--- config.mk ---
export PLATFORM = sky130hd
export DESIGN_NAME = ser160_par2ser
export DESIGN_NICKNAME = d
export VERILOG_FILES = /design/src/rtl/ser160_par2ser_pkg.sv /design/src/rtl/ser160_par2ser_buf.sv /design/src/rtl/ser160_par2ser.sv
export SDC_FILE = /design/constraint.sdc
export NUM_CORES = 1
export LEC_CHECK = 0
export BUFFER_PORTS_ARGS = -buffer_cell sky130_fd_sc_hd__buf_2
export CAP_MARGIN = 25
export CORE_MARGIN = 4
export CORE_UTILIZATION = 55
export CTS_CLUSTER_SIZE = 20
export DETAILED_ROUTE_END_ITERATION = 8
export PLACE_DENSITY = 0.79
export SKIP_CTS_REPAIR_TIMING = 1
export SLEW_MARGIN = 20
export SYNTH_ARGS = -nofsm -noshare
export SYNTH_HDL_FRONTEND = slang
export SYNTH_SLANG_ARGS = --single-unit
export TNS_END_PERCENT = 1
--- constraint.sdc ---
create_clock -name clk -period 2.65 [get_ports clk]
set_clock_uncertainty 0.15 [all_clocks]
set_input_delay 0.3975 -clock clk [delete_from_list [all_inputs] [get_ports clk]]
set_output_delay 0.3975 -clock clk [all_outputs]
set_load 0.05 [all_outputs]
--- src/rtl/ser160_par2ser_pkg.sv ---
// ser160_par2ser_pkg: field positions, FSM encoding and word helpers for the nibble-link transmitter
package ser160_par2ser_pkg;
    localparam int WORD_W      = 16;
    localparam int CTRL_ENA    = 3;
    localparam int CTRL_DLY_HI = 2;
    localparam int CTRL_DLY_LO = 0;
    localparam int W_START     = 15;
    localparam int W_END       = 14;
    localparam int NIB_HI      = 11;

    typedef enum logic [2:0] {
        S_IDLE = 3'd0,
        S_GAP  = 3'd1,
        S_DLY  = 3'd2,
        S_N2   = 3'd3,
        S_N1   = 3'd4,
        S_N0   = 3'd5,
        S_WAIT = 3'd6
    } state_t;

    // Word being shifted out: only its end mark and three nibbles matter once a packet has started
    typedef struct packed {
        logic        last;
        logic [11:0] nibs;
    } cur_t;

    function automatic cur_t to_cur(input logic [WORD_W-1:0] w);
        return '{last: w[W_END], nibs: w[NIB_HI:0]};
    endfunction
endpackage

--- src/rtl/ser160_par2ser_buf.sv ---
// ser160_par2ser_buf: one-entry valid/ready holding register with consume and flush
module ser160_par2ser_buf
    import ser160_par2ser_pkg::*;
(
    input  logic              clk,
    input  logic              reset,
    input  logic              allow,
    input  logic              flush,
    input  logic              consume,
    input  logic [WORD_W-1:0] wr_data,
    input  logic              wr_valid,
    output logic              wr_ready,
    output logic [WORD_W-1:0] data,
    output logic              full
);
    assign wr_ready = allow && !reset && (!full || consume);

    // Occupancy: a write on the consuming edge refills the entry so back-to-back words never bubble
    always_ff @(posedge clk) begin
        if (reset || flush) full <= 1'b0;
        else if (wr_valid && wr_ready) full <= 1'b1;
        else if (consume) full <= 1'b0;
    end

    // Payload needs no reset; it is only looked at while full is set
    always_ff @(posedge clk) begin
        if (wr_valid && wr_ready) data <= wr_data;
    end
endmodule

--- src/rtl/ser160_par2ser.sv ---
// ser160_par2ser: serialises 16-bit event words MSB-nibble first with tin/tout strobes on the 160 MHz nibble link
module ser160_par2ser
    import ser160_par2ser_pkg::*;
#(
    parameter logic [3:0] IDLE_NIB = 4'h0,
    parameter int         MIN_GAP  = 2
) (
    input  logic              clk,
    input  logic              reset,
    input  logic              sync,
    input  logic [3:0]        ctrl,
    input  logic              run,
    input  logic [WORD_W-1:0] wr_data,
    input  logic              wr_valid,
    output logic              wr_ready,
    output logic [3:0]        dout,
    output logic              tin,
    output logic              tout,
    output logic              busy,
    output logic              underrun,
    output logic              framing
);
    logic              go, flush, consume, full, set_underrun, set_framing, tin_n, tout_n;
    logic [WORD_W-1:0] buf_data;
    logic [1:0]        unused_rsvd;
    logic [2:0]        cnt, cnt_n;
    logic [3:0]        dout_n;
    state_t            state, state_n;
    cur_t              cur, cur_n;

    assign go          = ctrl[CTRL_ENA] && run;
    assign flush       = sync && !go;
    assign cur_n       = consume ? to_cur(buf_data) : cur;
    assign busy        = state != S_IDLE;
    assign unused_rsvd = buf_data[13:12];

    ser160_par2ser_buf u_buf (
        .clk      (clk),
        .reset    (reset),
        .allow    (go),
        .flush    (flush),
        .consume  (consume),
        .wr_data  (wr_data),
        .wr_valid (wr_valid),
        .wr_ready (wr_ready),
        .data     (buf_data),
        .full     (full)
    );

    // State, counters, current word and registered link outputs; outputs move only on sync edges
    always_ff @(posedge clk) begin
        if (reset) begin
            state    <= S_IDLE;
            cnt      <= 3'd0;
            cur      <= '0;
            dout     <= IDLE_NIB;
            tin      <= 1'b0;
            tout     <= 1'b0;
            underrun <= 1'b0;
            framing  <= 1'b0;
        end else begin
            state    <= state_n;
            cnt      <= cnt_n;
            cur      <= cur_n;
            underrun <= ctrl[CTRL_ENA] && (underrun || set_underrun);
            framing  <= ctrl[CTRL_ENA] && (framing || set_framing);
            if (sync) begin
                dout <= dout_n;
                tin  <= tin_n;
                tout <= tout_n;
            end
        end
    end

    // Next state: the tin period is the first DLY period, so N2 lands delay+1 syncs after tin
    always_comb begin
        state_n      = state;
        cnt_n        = cnt;
        consume      = 1'b0;
        set_underrun = 1'b0;
        set_framing  = 1'b0;
        if (flush) state_n = S_IDLE;
        else if (sync) begin
            case (state)
                S_IDLE: begin
                    consume     = full;
                    set_framing = full && !buf_data[W_START];
                    if (full && buf_data[W_START]) begin
                        state_n = S_DLY;
                        cnt_n   = ctrl[CTRL_DLY_HI:CTRL_DLY_LO];
                    end
                end
                S_DLY: begin
                    state_n = (cnt == 3'd0) ? S_N2 : S_DLY;
                    cnt_n   = cnt - 3'd1;
                end
                S_N2: state_n = S_N1;
                S_N1: state_n = S_N0;
                S_N0: begin
                    if (cur.last) begin
                        state_n = S_GAP;
                        cnt_n   = 3'(MIN_GAP);
                    end else begin
                        consume      = full;
                        state_n      = full ? S_N2 : S_WAIT;
                        set_underrun = !full;
                    end
                end
                S_WAIT: begin
                    consume = full;
                    state_n = full ? S_N2 : S_WAIT;
                end
                S_GAP: begin
                    state_n = (cnt <= 3'd1) ? S_IDLE : S_GAP;
                    cnt_n   = cnt - 3'd1;
                end
                default: state_n = S_IDLE;
            endcase
        end
    end

    // Output values for the period that begins at the next sync edge
    always_comb begin
        dout_n = state_n == S_N2 ? cur_n.nibs[11:8] :
                 state_n == S_N1 ? cur_n.nibs[7:4]  :
                 state_n == S_N0 ? cur_n.nibs[3:0]  : IDLE_NIB;
        tin_n  = state == S_IDLE && state_n == S_DLY;
        tout_n = state_n == S_N0 && cur_n.last;
    end
endmodule
==> key figures <==
Outcome
  • Status: finished, final reports clean

Timing
  • Final hold viol count: 0
  • Slew HR: 0.599
  • Worst slew pin tran: 0.593 ns
  • Tmin final: 2.55 ns
  • Fmax: 0.392 GHz
  • TNS Setup: 0 ns
  • Fin Hold WS: 0.0649 ns
  • RSZ-0062 raised after global routing: false
  • Max-slew violations: 0
  • Setup ws final: 0.0996 ns
  • Finish-stage setup viols: 0
  • Tcrit/Tclk final: 0.962

Yosys
  • Register bit total from synthesis: 42
  • Syn Nets: 227
  • Ys flop type: dfxtp_1
  • Synthesized area: 0.00197 mm²
  • Post-synth EDFFs: 14
  • Synth Area per Inst: 9.90 µm²
  • Mapped Cells: 199
  • Number of synthesis warnings: 0
  • Yosys cell types: 45
  • Sequential-to-total area share from yosys stat: 0.498
  • Post-synth ARST share: 0

Power
  • Leak: 0.845 nW
  • Design Power: 1.07 mW
  • Max VDD drop: 391 µV
  • Power per cell area: 471 mW/mm²

Floorplanning
  • Top Ports: 35
  • Die height: 67.9 µm
  • Core area: 0.00339 mm²
  • Die ar.: 0.00460 mm²
  • Die width: 67.9 µm
  • Initial Util: 0.581
  • FP Rows: 21

CTS
  • Worst skew pair latency: 0.35 ns
  • Num CTS Buffers: 5
  • CTS Buffer Depth: 2
  • Sink Count: 42
  • H-tree levels: 2
  • CTS root buf: clkbuf_4
  • Reg clk slew, reported paths: 0.13 ns
  • CTS tree: built

Worst hold path
  • Hold endpoint: u_buf.data[15]$_DFFE_PP_
  • Hold WC Path Type: in2reg
  • Hold depth: 1
  • Min-delay src: wr_data[15]

Global route
  • Tot GR Track Use: 0.183
  • Pin count of the biggest net entering global routing: 27
  • Initial antenna violation count: 0
  • Vias in the first global route: 1421
  • Grt total ovfl: 0
  • First-pass GRT wire length: 6.34 mm

Placed design
  • RePlAce Congestion: 0.882
  • Placed insts: 274
  • Dpl ws: 0.345 ns
  • Port Buffers: 32
  • DP HPWL: 2.73 mm
  • Area post-placement: 0.00220 mm²

Worst setup path
  • Worst r2r dst: dout[3]$_SDFFE_PP0P_
  • Worst path required time: 2.10 ns
  • Critical R2R Launch: cnt[0]$_SDFFE_PP0P_
  • Startpoint types: flop
  • R2r setup slk: 0.37 ns
  • Crit path capture type: output pin
  • Crit Path Max Fanout: 8
  • Crit Path Class: reg2out
  • Arrival time at the worst endpoint: 2.00 ns
  • R2R cell count: 8

Job
  • Max-capacitance violation count: 0

Layout
  • Share of cells above drive strength 1: 0.250
  • Non-Filler Instances: 282
  • Final instance area: 0.00227 mm²
  • Area delta synth->final: 15.0%
  • Antenna fix cells: 0
  • Layout Nets: 263
  • Filler Cell Count: 273
  • Final Core Density: 0.669

Route
  • Wirelength per Cell: 13.5 µm
  • Post-Route WL: 3.82 mm
  • DR iter-0 viols: 115
  • Via count: 1576
  • Routed vias/inst: 5.59
  • Residual DRC count: 0
  • Post-DRT Antenna Nets: 0
  • Router iterations before antenna repair: 4
## layer usage
metal  wire length [µm]  global-route usage
met1               1770               0.244
met2               1820               0.293
met3                182              0.0411
met4                 42              0.0670
met5                  0                   0
## area by class of cell
cell class	count	area, µm²	share of cell area
multi-input combinational	141	932	0.411
clock inverter	3	21.3	0.00938
timing repair buffer	37	204	0.0900
inverter	8	30.0	0.0132
sequential	42	985	0.434
tap	46	57.6	0.0254
clock buffer	5	37.5	0.0166
## cells in the mapped netlist, types with 4 or more instances
library cell  count  area share
nand2_1          13       0.025
nor3_1            4       0.010
mux2i_1          13       0.066
a211oi_1          5       0.019
inv_1             8       0.015
dfxtp_1          28        0.28
clkbuf_1          5      0.0095
edfxtp_1         14        0.21
a31oi_1           6       0.019
a21oi_1          13       0.033
o21ai_0           7       0.018
nor2_1           32       0.061
## worst max-delay path by stage
stage | startpoint | to | slack (ns) | depth (start not counted)
3_5_place_dp | state[2]$_SDFF_PP0_ | dout[3]$_SDFFE_PP0P_ | 0.34 | 6
4_1_cts | state[1]$_SDFF_PP0_ | wr_ready | -0.05 | 6
5_1_grt | state[0]$_SDFF_PP0_ | wr_ready | 0.01 | 7
2_1_floorplan | state[1]$_SDFF_PP0_ | u_buf.data[0]$_DFFE_PP_ | 0.02 | 6
6_report | state[0]$_SDFF_PP0_ | wr_ready | 0.1 | 7
3_3_place_gp | state[0]$_SDFF_PP0_ | wr_ready | 0.37 | 7
## worst max-delay path, stage by stage, from the launching register on
cell     delay (ns)
dfxtp_2        0.35
buf_4          0.16
or2b_1         0.25
a21o_1         0.23
a21oi_4        0.12
and2b_1        0.21
nor3_4         0.15
buf_6          0.19
## state kept, by name, summed over array words and instances (netlist names)
name and count:
cnt 3, cur 13, tin 1, state 3, tout 1, u_buf.full 1, framing 1, u_buf.data 14
underrun 1, dout 4
## power breakdown
| part | internal [mW] | switching, mW | total, mW |
|---|---|---|---|
| Clock | 0.103 | 0.211 | 0.315 |
| Combinational | 0.0282 | 0.0466 | 0.0748 |
| Sequential | 0.674 | 0.00456 | 0.678 |
| Total | 0.805 | 0.263 | 1.07 |
## cells by family after synthesis
group	synth area share
and+or+nand+nor	0.174
AOI/OAI and AO/OA	0.202
DFF	0.498
buffers and inverters	0.0413
muxes	0.0660
adders and majority gates	0.0190
## cell usage in the layout, fill, tap and decap left out, types with 2 or more instances in the layout
master	instances
a211oi_1	5
a21o_1	3
a21oi_1	13
a31oi_1	6
a32oi_1	2
and2_1	2
buf_2	31
buf_4	5
clkbuf_4	5
dfxtp_1	25
dfxtp_2	3
edfxtp_1	14
ha_1	3
inv_1	8
mux2i_1	13
nand2_1	12
nand2b_1	3
nor2_1	31
nor2b_1	3
nor3_1	3
nor3b_1	3
o21a_1	2
o21ai_0	7
o21bai_1	2
o221a_2	3
or2b_1	2
No activity file was read; power rests on OpenSTA's default activity.
